==> src/rtl/game_period_ctrl.sv <==
// Level sequencer for the prelim/game handshake: runs the timed game period, judges answers,
// advances/retries levels. Optional lives counter enabled by defining GAME_PERIOD_LIVES_EN.
module game_period_ctrl #(
  parameter int unsigned GAME_SECS = 9,
  parameter int unsigned MAX_LEVEL = 9,
  parameter int unsigned LIVES     = 3
) (
  input  logic       Clk100M,
  input  logic       Reset,
  input  logic       Clk1Hz,
  input  logic       startBtn,
  input  logic       gameSig,
  input  logic       answerValid,
  input  logic       answerCorrect,
  output logic       prelimSig,
  output logic [3:0] curLevel,
  output logic [3:0] secsLeft,
  output logic       gameActive,
  output logic       gameOver,
  output logic       gameWon,
  output logic [7:0] gameSeg0,
  output logic [7:0] gameSeg1
);

  typedef enum logic [2:0] {IDLE, PRELIM, GAME, OVER, WIN} state_t;

  localparam logic [3:0] LP_SECS  = 4'(GAME_SECS);
  localparam logic [3:0] LP_MAX   = 4'(MAX_LEVEL);
  localparam logic [3:0] LP_LIVES = 4'(LIVES);

  function automatic logic [7:0] f_seg(input logic [3:0] d);
    case (d)
      4'd0:    f_seg = 8'hC0;
      4'd1:    f_seg = 8'hF9;
      4'd2:    f_seg = 8'hA4;
      4'd3:    f_seg = 8'hB0;
      4'd4:    f_seg = 8'h99;
      4'd5:    f_seg = 8'h92;
      4'd6:    f_seg = 8'h82;
      4'd7:    f_seg = 8'hF8;
      4'd8:    f_seg = 8'h80;
      4'd9:    f_seg = 8'h90;
      default: f_seg = 8'hFF;
    endcase
  endfunction

  state_t     r_state;
  logic [1:0] r_sync;
  logic       r_sync_d;
  logic       r_tick;
  logic       r_gs_d;
  logic       r_prelim;
  logic [3:0] r_level;
  logic [3:0] r_secs;
  logic       r_active;
  logic       r_over;
  logic       r_won;
  logic [7:0] r_seg0;
  logic [7:0] r_seg1;

  logic w_gs_rise;
  logic w_correct;
  logic w_wrong;
  logic w_timeout;
  logic w_miss;

  assign w_gs_rise = gameSig & ~r_gs_d;
  assign w_correct = answerValid & answerCorrect;
  assign w_wrong   = answerValid & ~answerCorrect;
  // An answer in the same cycle as the final tick wins; the tick is dropped.
  assign w_timeout = r_tick & ~answerValid & (r_secs == 4'd1);
  assign w_miss    = w_wrong | w_timeout;

`ifdef GAME_PERIOD_LIVES_EN
  logic [3:0] r_lives;
  logic [3:0] w_lives_dec;
  assign w_lives_dec = (r_lives == 4'd0) ? 4'd0 : r_lives - 4'd1;
`else
  logic w_unused_lives;
  assign w_unused_lives = ^LP_LIVES;
`endif

  // gameSig history tracks through reset so a level held high is never seen as an edge.
  always_ff @(posedge Clk100M) begin
    r_gs_d <= gameSig;
    if (Reset) begin
      r_sync   <= '0;
      r_sync_d <= 1'b0;
      r_tick   <= 1'b0;
    end else begin
      r_sync   <= {r_sync[0], Clk1Hz};
      r_sync_d <= r_sync[1];
      r_tick   <= r_sync[1] & ~r_sync_d;
    end
  end

  always_ff @(posedge Clk100M) begin
    if (Reset) begin
      r_state  <= IDLE;
      r_prelim <= 1'b0;
      r_level  <= 4'd1;
      r_secs   <= '0;
      r_active <= 1'b0;
      r_over   <= 1'b0;
      r_won    <= 1'b0;
      r_seg0   <= f_seg(4'd1);
`ifdef GAME_PERIOD_LIVES_EN
      r_lives  <= LP_LIVES;
      r_seg1   <= f_seg(LP_LIVES);
`else
      r_seg1   <= '1;
`endif
    end else begin
      r_prelim <= 1'b0;
      case (r_state)
        IDLE: begin
          if (startBtn) begin
            r_state  <= PRELIM;
            r_prelim <= 1'b1;
          end
        end
        PRELIM: begin
          if (w_gs_rise) begin
            r_state  <= GAME;
            r_secs   <= LP_SECS;
            r_active <= 1'b1;
          end
        end
        GAME: begin
          if (w_correct) begin
            r_active <= 1'b0;
            if (r_level == LP_MAX) begin
              r_state <= WIN;
              r_won   <= 1'b1;
            end else begin
              r_level  <= r_level + 4'd1;
              r_seg0   <= f_seg(r_level + 4'd1);
              r_state  <= PRELIM;
              r_prelim <= 1'b1;
            end
          end else if (w_miss) begin
            r_active <= 1'b0;
            if (w_timeout) r_secs <= '0;
`ifdef GAME_PERIOD_LIVES_EN
            r_lives <= w_lives_dec;
            r_seg1  <= f_seg(w_lives_dec);
            if (w_lives_dec == 4'd0) begin
              r_state <= OVER;
              r_over  <= 1'b1;
            end else begin
              r_state  <= PRELIM;
              r_prelim <= 1'b1;
            end
`else
            r_state <= OVER;
            r_over  <= 1'b1;
`endif
          end else if (r_tick && (r_secs != 4'd0)) begin
            r_secs <= r_secs - 4'd1;
          end
        end
        OVER, WIN: begin
          if (startBtn) begin
            r_level  <= 4'd1;
            r_seg0   <= f_seg(4'd1);
            r_over   <= 1'b0;
            r_won    <= 1'b0;
            r_state  <= PRELIM;
            r_prelim <= 1'b1;
`ifdef GAME_PERIOD_LIVES_EN
            r_lives  <= LP_LIVES;
            r_seg1   <= f_seg(LP_LIVES);
`endif
          end
        end
        default: r_state <= IDLE;
      endcase
    end
  end

  assign prelimSig  = r_prelim;
  assign curLevel   = r_level;
  assign secsLeft   = r_secs;
  assign gameActive = r_active;
  assign gameOver   = r_over;
  assign gameWon    = r_won;
  assign gameSeg0   = r_seg0;
  assign gameSeg1   = r_seg1;

endmodule

==> config.mk <==
export PLATFORM = sky130hd
export DESIGN_NAME = game_period_ctrl
export DESIGN_NICKNAME = d
export VERILOG_FILES = /design/src/rtl/game_period_ctrl.sv
export SDC_FILE = /design/constraint.sdc
export NUM_CORES = 1
export LEC_CHECK = 0
export ABC_CLOCK_PERIOD_IN_PS = 2380
export BUFFER_PORTS_ARGS = -buffer_cell sky130_fd_sc_hd__buf_2
export CELL_PAD_IN_SITES_DETAIL_PLACEMENT = 2
export CELL_PAD_IN_SITES_GLOBAL_PLACEMENT = 2
export CORE_ASPECT_RATIO = 0.75
export CORE_UTILIZATION = 33
export CTS_BUF_LIST = sky130_fd_sc_hd__clkbuf_4
export DETAILED_ROUTE_END_ITERATION = 10
export PLACE_DENSITY = 0.82
export SLEW_MARGIN = 10
export SYNTH_ARGS = -nofsm -noshare
export SYNTH_HDL_FRONTEND = slang
export SYNTH_SLANG_ARGS = --single-unit
export TNS_END_PERCENT = 100
==> constraint.sdc <==
create_clock -name Clk100M -period 2.38 [get_ports Clk100M]
set_input_delay 0.476 -clock Clk100M [delete_from_list [all_inputs] [get_ports Clk100M]]
set_output_delay 0.476 -clock Clk100M [all_outputs]
set_load 0.01 [all_outputs]
# Yosys cells after proc, flatten, opt, wreduce, memory -nomap -nowiden
# Memory sizes are Yosys's and may differ from the RTL's.
# Index checks and enable logic that the tools add are counted.
# word_totals
output_inout_bits,28
wordCells,91
n_memories,1
romBits,112
regBits,28
# mem_list
memory,depth,word_bits,rd,rd_ports_with_merged_regs,write_ports,line,source
(no name shown),16,7,1,0,0,32,case (d)
# classes
addsub,2
n_eq_ne,17
n_bitwise,11
n_reduce_logical,13
muxes,35
# op_table
cell,n
$mux 4,8
$mux 8,3
$pmux 4 s2,2
$pmux 8 s2,1
$mux 3,5
$ne 2x2->1 const B,7
$reduce_and 4->1,3
$mux 1,11
$ne 3x3->1 const B,3
$pmux 3 s3,1
$pmux 1 s2,4
$and 1x1->1,6
$eq 3x2->1 const B,2
$reduce_and 3->1,2
$reduce_and 5->1,1
$add 4x1->4 const B,1
$eq 4x1->1 const B,1
$eq 4x4->1 const B,1
$not 1->1,4
$reduce_bool 2->1,2
$reduce_bool 4->1,1
$sub 4x1->4 const B,1
$eq 3x1->1 const B,1
$eq 3x3->1 const B,1
other kinds (6),6

# Depth between registers and ports, before layout
# logic_depth
depth_word,7
ltp_mapped,7

# Worst setup path before layout
# OpenSTA, ideal clock, no wires.
# synth_path
path_kind,reg-to-reg
start,"register r_level[0], in the netlist curLevel[0]"
end,"register r_seg0[5], in the netlist gameSeg0[5]"
arrival_ps,1861
setup_ps,122
stages_incl_launch_ff,8
setup_slack_ps,396
cell_sequence,dfxtp_1 -> ha_1 -> ha_1 -> clkbuf_1 -> nor2_1 -> o2bb2ai_1 -> a32oi_1 -> a311o_1
# synth_between
elab_chain_cells,5
# synth_rtl
element,line,source
from (decl),53,logic [3:0] r_level;
from (signal assigned),136,r_level <= r_level + 4'd1;
$add 4x1->4,137,r_seg0 <= f_seg(r_level + 4'd1);
$mem_v2 16x7,--,
$mux 8,132,if (r_level == LP_MAX) begin
$mux 8,130,if (w_correct) begin
$pmux 8 s2,115,case (r_state)
to (signal assigned),106,r_seg0 <= f_seg(4'd1);
to (signal assigned),137,
to (signal assigned),165,r_seg0 <= f_seg(4'd1);
to (decl),58,logic [7:0] r_seg0;
# Several ways; a longest one is shown, not always the timed one. The select of a mux whose other input is x is not followed.
# A chain may end at the register's enable or synchronous reset.

# Final worst setup path
# layout_path
start,register r_state[1]
end,"register r_secs[2], in the netlist secsLeft[2]"
# layout_between
elab_chain_cells,3
# layout_rtl
element,line,source
from (decl),47,state_t r_state;
from (signal assigned),99,r_state <= IDLE;
from (signal assigned),118,r_state <= PRELIM;
from (signal assigned),124,r_state <= GAME;
$eq 3x2->1 / $eq 3x1->1 (equally long branches),115,
"$ne 3x3->1 (no line), or another cell as far along",--,
$reduce_and 5->1 (no line),--,
to (signal assigned),159,r_secs <= r_secs - 4'd1;
to (decl),54,logic [3:0] r_secs;
# Several ways; a longest one is shown, not always the timed one.

==> run metrics <==
outcome finished clean; most frequent cells in the layout 27 x dfxtp_1, 25 x buf_2, 11 x nand2_1, 11 x nor2_1; Fillers 546; final-report max-slew violation count 0; family with the most delay on the worst path simple AND/OR/NAND/NOR gates; area grow syn2layout 13.4%; 1st-iter DRT viols 50; core area 0.00452 sq mm; clock root buffer clkbuf_4; drt drc 0; min-delay worst type in -> reg; synthesized area 0.00157 sq mm; largest net degree at the start of global routing 21; relative max-transition margin 55.5%; Layout Skew 4.96 ps; multi-input combinational cell area 917 sq um; Synthesis Warnings 0; Num CTS Buffers 3; number of max-cap violations 0; die area 0.00503 sq mm; #FFs+latches synth 27; Syn Inst Count 181; Buf/Inv on CP 0; Non-Filler Instances 265; hpwl dp 3250 microns; ANT cells 0; final worst-path cycle share 94.2%; WP data arrival 2520 ps; H-tree Lvls 1; worst vdd ir 0.000238 V; top cell type's share of synthesized area 34.5%; Final GP Congestion 0.800; Synth area leader dfxtp_1; Worst path slowest cell dfxtp_1; global-route wire length before repair 7000 microns; antenna violations before repair 0; Die W 81.5 microns; CP required 2660 ps; syn_area_per_cell 8.65 sq um; delay of the slowest critical-path stage 610 ps; global-route usage over all layers 18.4%; CTS clk-pin slew, worst paths 160 ps; wirelength, routed 4240 microns; commonest non-fill, non-tap cell in the layout dfxtp_1; Tightest Pin Transition 663 ps; Critical Path Sink Type flip-flop; FFs w/ async S/R, synth 0%; min cycle time layout 2240 ps; post_cts resized 0; final core occ 39.3%; total power 0.825 mW; post-route ant nets 0; Remaining Overflow, GRT 0; FF+latch area 541 sq um; final-report setup violation count 0; via count 1394; # IOs 35; CP Launch Type flip-flop; post-CTS setup buffers 0; Post-synth EDFFs 0; sequential share of the synthesized area 34.5%; synth top area cells dfxtp_1 35%, ha_1 6.4%, buf_4 4.3%, a21oi_1 3.2%, mux2_2 2.9%; WL/cell 16.0 microns; DIE HEIGHT 61.6 microns; vias per cell 5.26; clk buf depth 2; Port Buffers 25; Initial DRT Pass Iterations 4; row count 21; Clock Latency Late Sink 340 ps; Clock Sinks 27; hold_buf cts 0; Final Hold Fails 0; Cell variety after synth 49; CP max FO 14; setup TNS 0 ps; vias in the first global route 1404; dpl cells 261; CTS tree yes; pwr/cell area 465 mW/mm^2; layout cells sized above 1 20.7%; ys flop type dfxtp_1; Starting Density 34.6%; static leakage 0.765 nW; fmax 0.446 GHz; RSZ-0062 raised after global routing no; WS Path Type reg -> reg; fin nets 224; CP Cell Sequence or3b_1 > a211o_1 > or4_1 > a21oi_1
cell type report:
type / instances / area share, %
multi-input combinational: 135 / 51.7
sequential: 27 / 30.4
timing repair buffer: 32 / 10.0
tap: 57 / 4.02
inverter: 10 / 2.11
clock buffer: 3 / 1.27
clock inverter: 1 / 0.493
synthesized netlist by cell type, types with 2 or more instances:
library cell	number
a32oi_1	2
nand2b_1	3
or4_1	3
inv_1	10
mux2_2	4
a2bb2oi_1	4
a211oi_1	3
nor2_1	11
nand4_1	3
o21a_1	2
clkbuf_1	5
buf_2	2
buf_4	9
nand3_1	7
dfxtp_1	27
nor3b_1	4
a21o_1	3
a21oi_1	10
or3b_2	2
o21ai_0	4
o211ai_1	2
nor2b_1	7
o21bai_1	2
a211o_1	3
nor3_1	3
mux2i_1	3
nand3b_1	3
ha_1	8
and3_1	2
nand2_1	11
cells by family after synthesis:
family | share of synthesized area [%]
buffers and inverters | 8.79
DFF | 34.5
and+or+nand+nor | 23.7
adders and majority gates | 6.40
muxes | 4.80
AOI/OAI and AO/OA | 21.0
xor gates and xnor gates | 0.560
other | 0.240
report_power, final:
group          switching [mW]  internal, mW  total [mW]
Combinational          0.0658        0.0471       0.113
Sequential             0.0214         0.468       0.489
Clock                   0.154        0.0688       0.222
Total                   0.241         0.584       0.825
layer usage:
layer	global-route usage, %	vias to the layer above	share of wire [%]
met5	0	-	0
met3	4.00	0	3.0
met2	31.5	26	47
li1	-	690	-
met4	1.53	0	0
met1	24.8	678	49
sequential cells by signal, indices dropped and copies added, names as in the netlist:
register	flops
curLevel	4
prelimSig	1
r_sync_d	1
r_tick	1
gameSeg0	7
gameOver	1
gameWon	1
r_state	3
secsLeft	4
r_sync	2
gameActive	1
r_gs_d	1
final timing paths:
| path | startpoint | end | slack [ps] | cells past startpoint |
|---|---|---|---|---|
| worst max-delay path | r_state[1] | secsLeft[2] | 140 | 4 |
| worst min-delay path | gameSig | r_gs_d | 260 | 1 |
| worst max register to register | r_state[1] | secsLeft[2] | 140 | 4 |
| worst min register to register | r_sync_d | r_tick | 400 | 1 |
stage by stage:
stage                     hold slack (ps)  instance area (sq um)  setup slack, ps
after floorplan                       367                   1600              396
after global placement                372                   1740              332
after detailed placement              381                   1740              213
after CTS                             254                   1780              166
after global routing                  240                   1780             75.8
final                                 262                   1780              139
No activity file was read; power rests on OpenSTA's default activity.
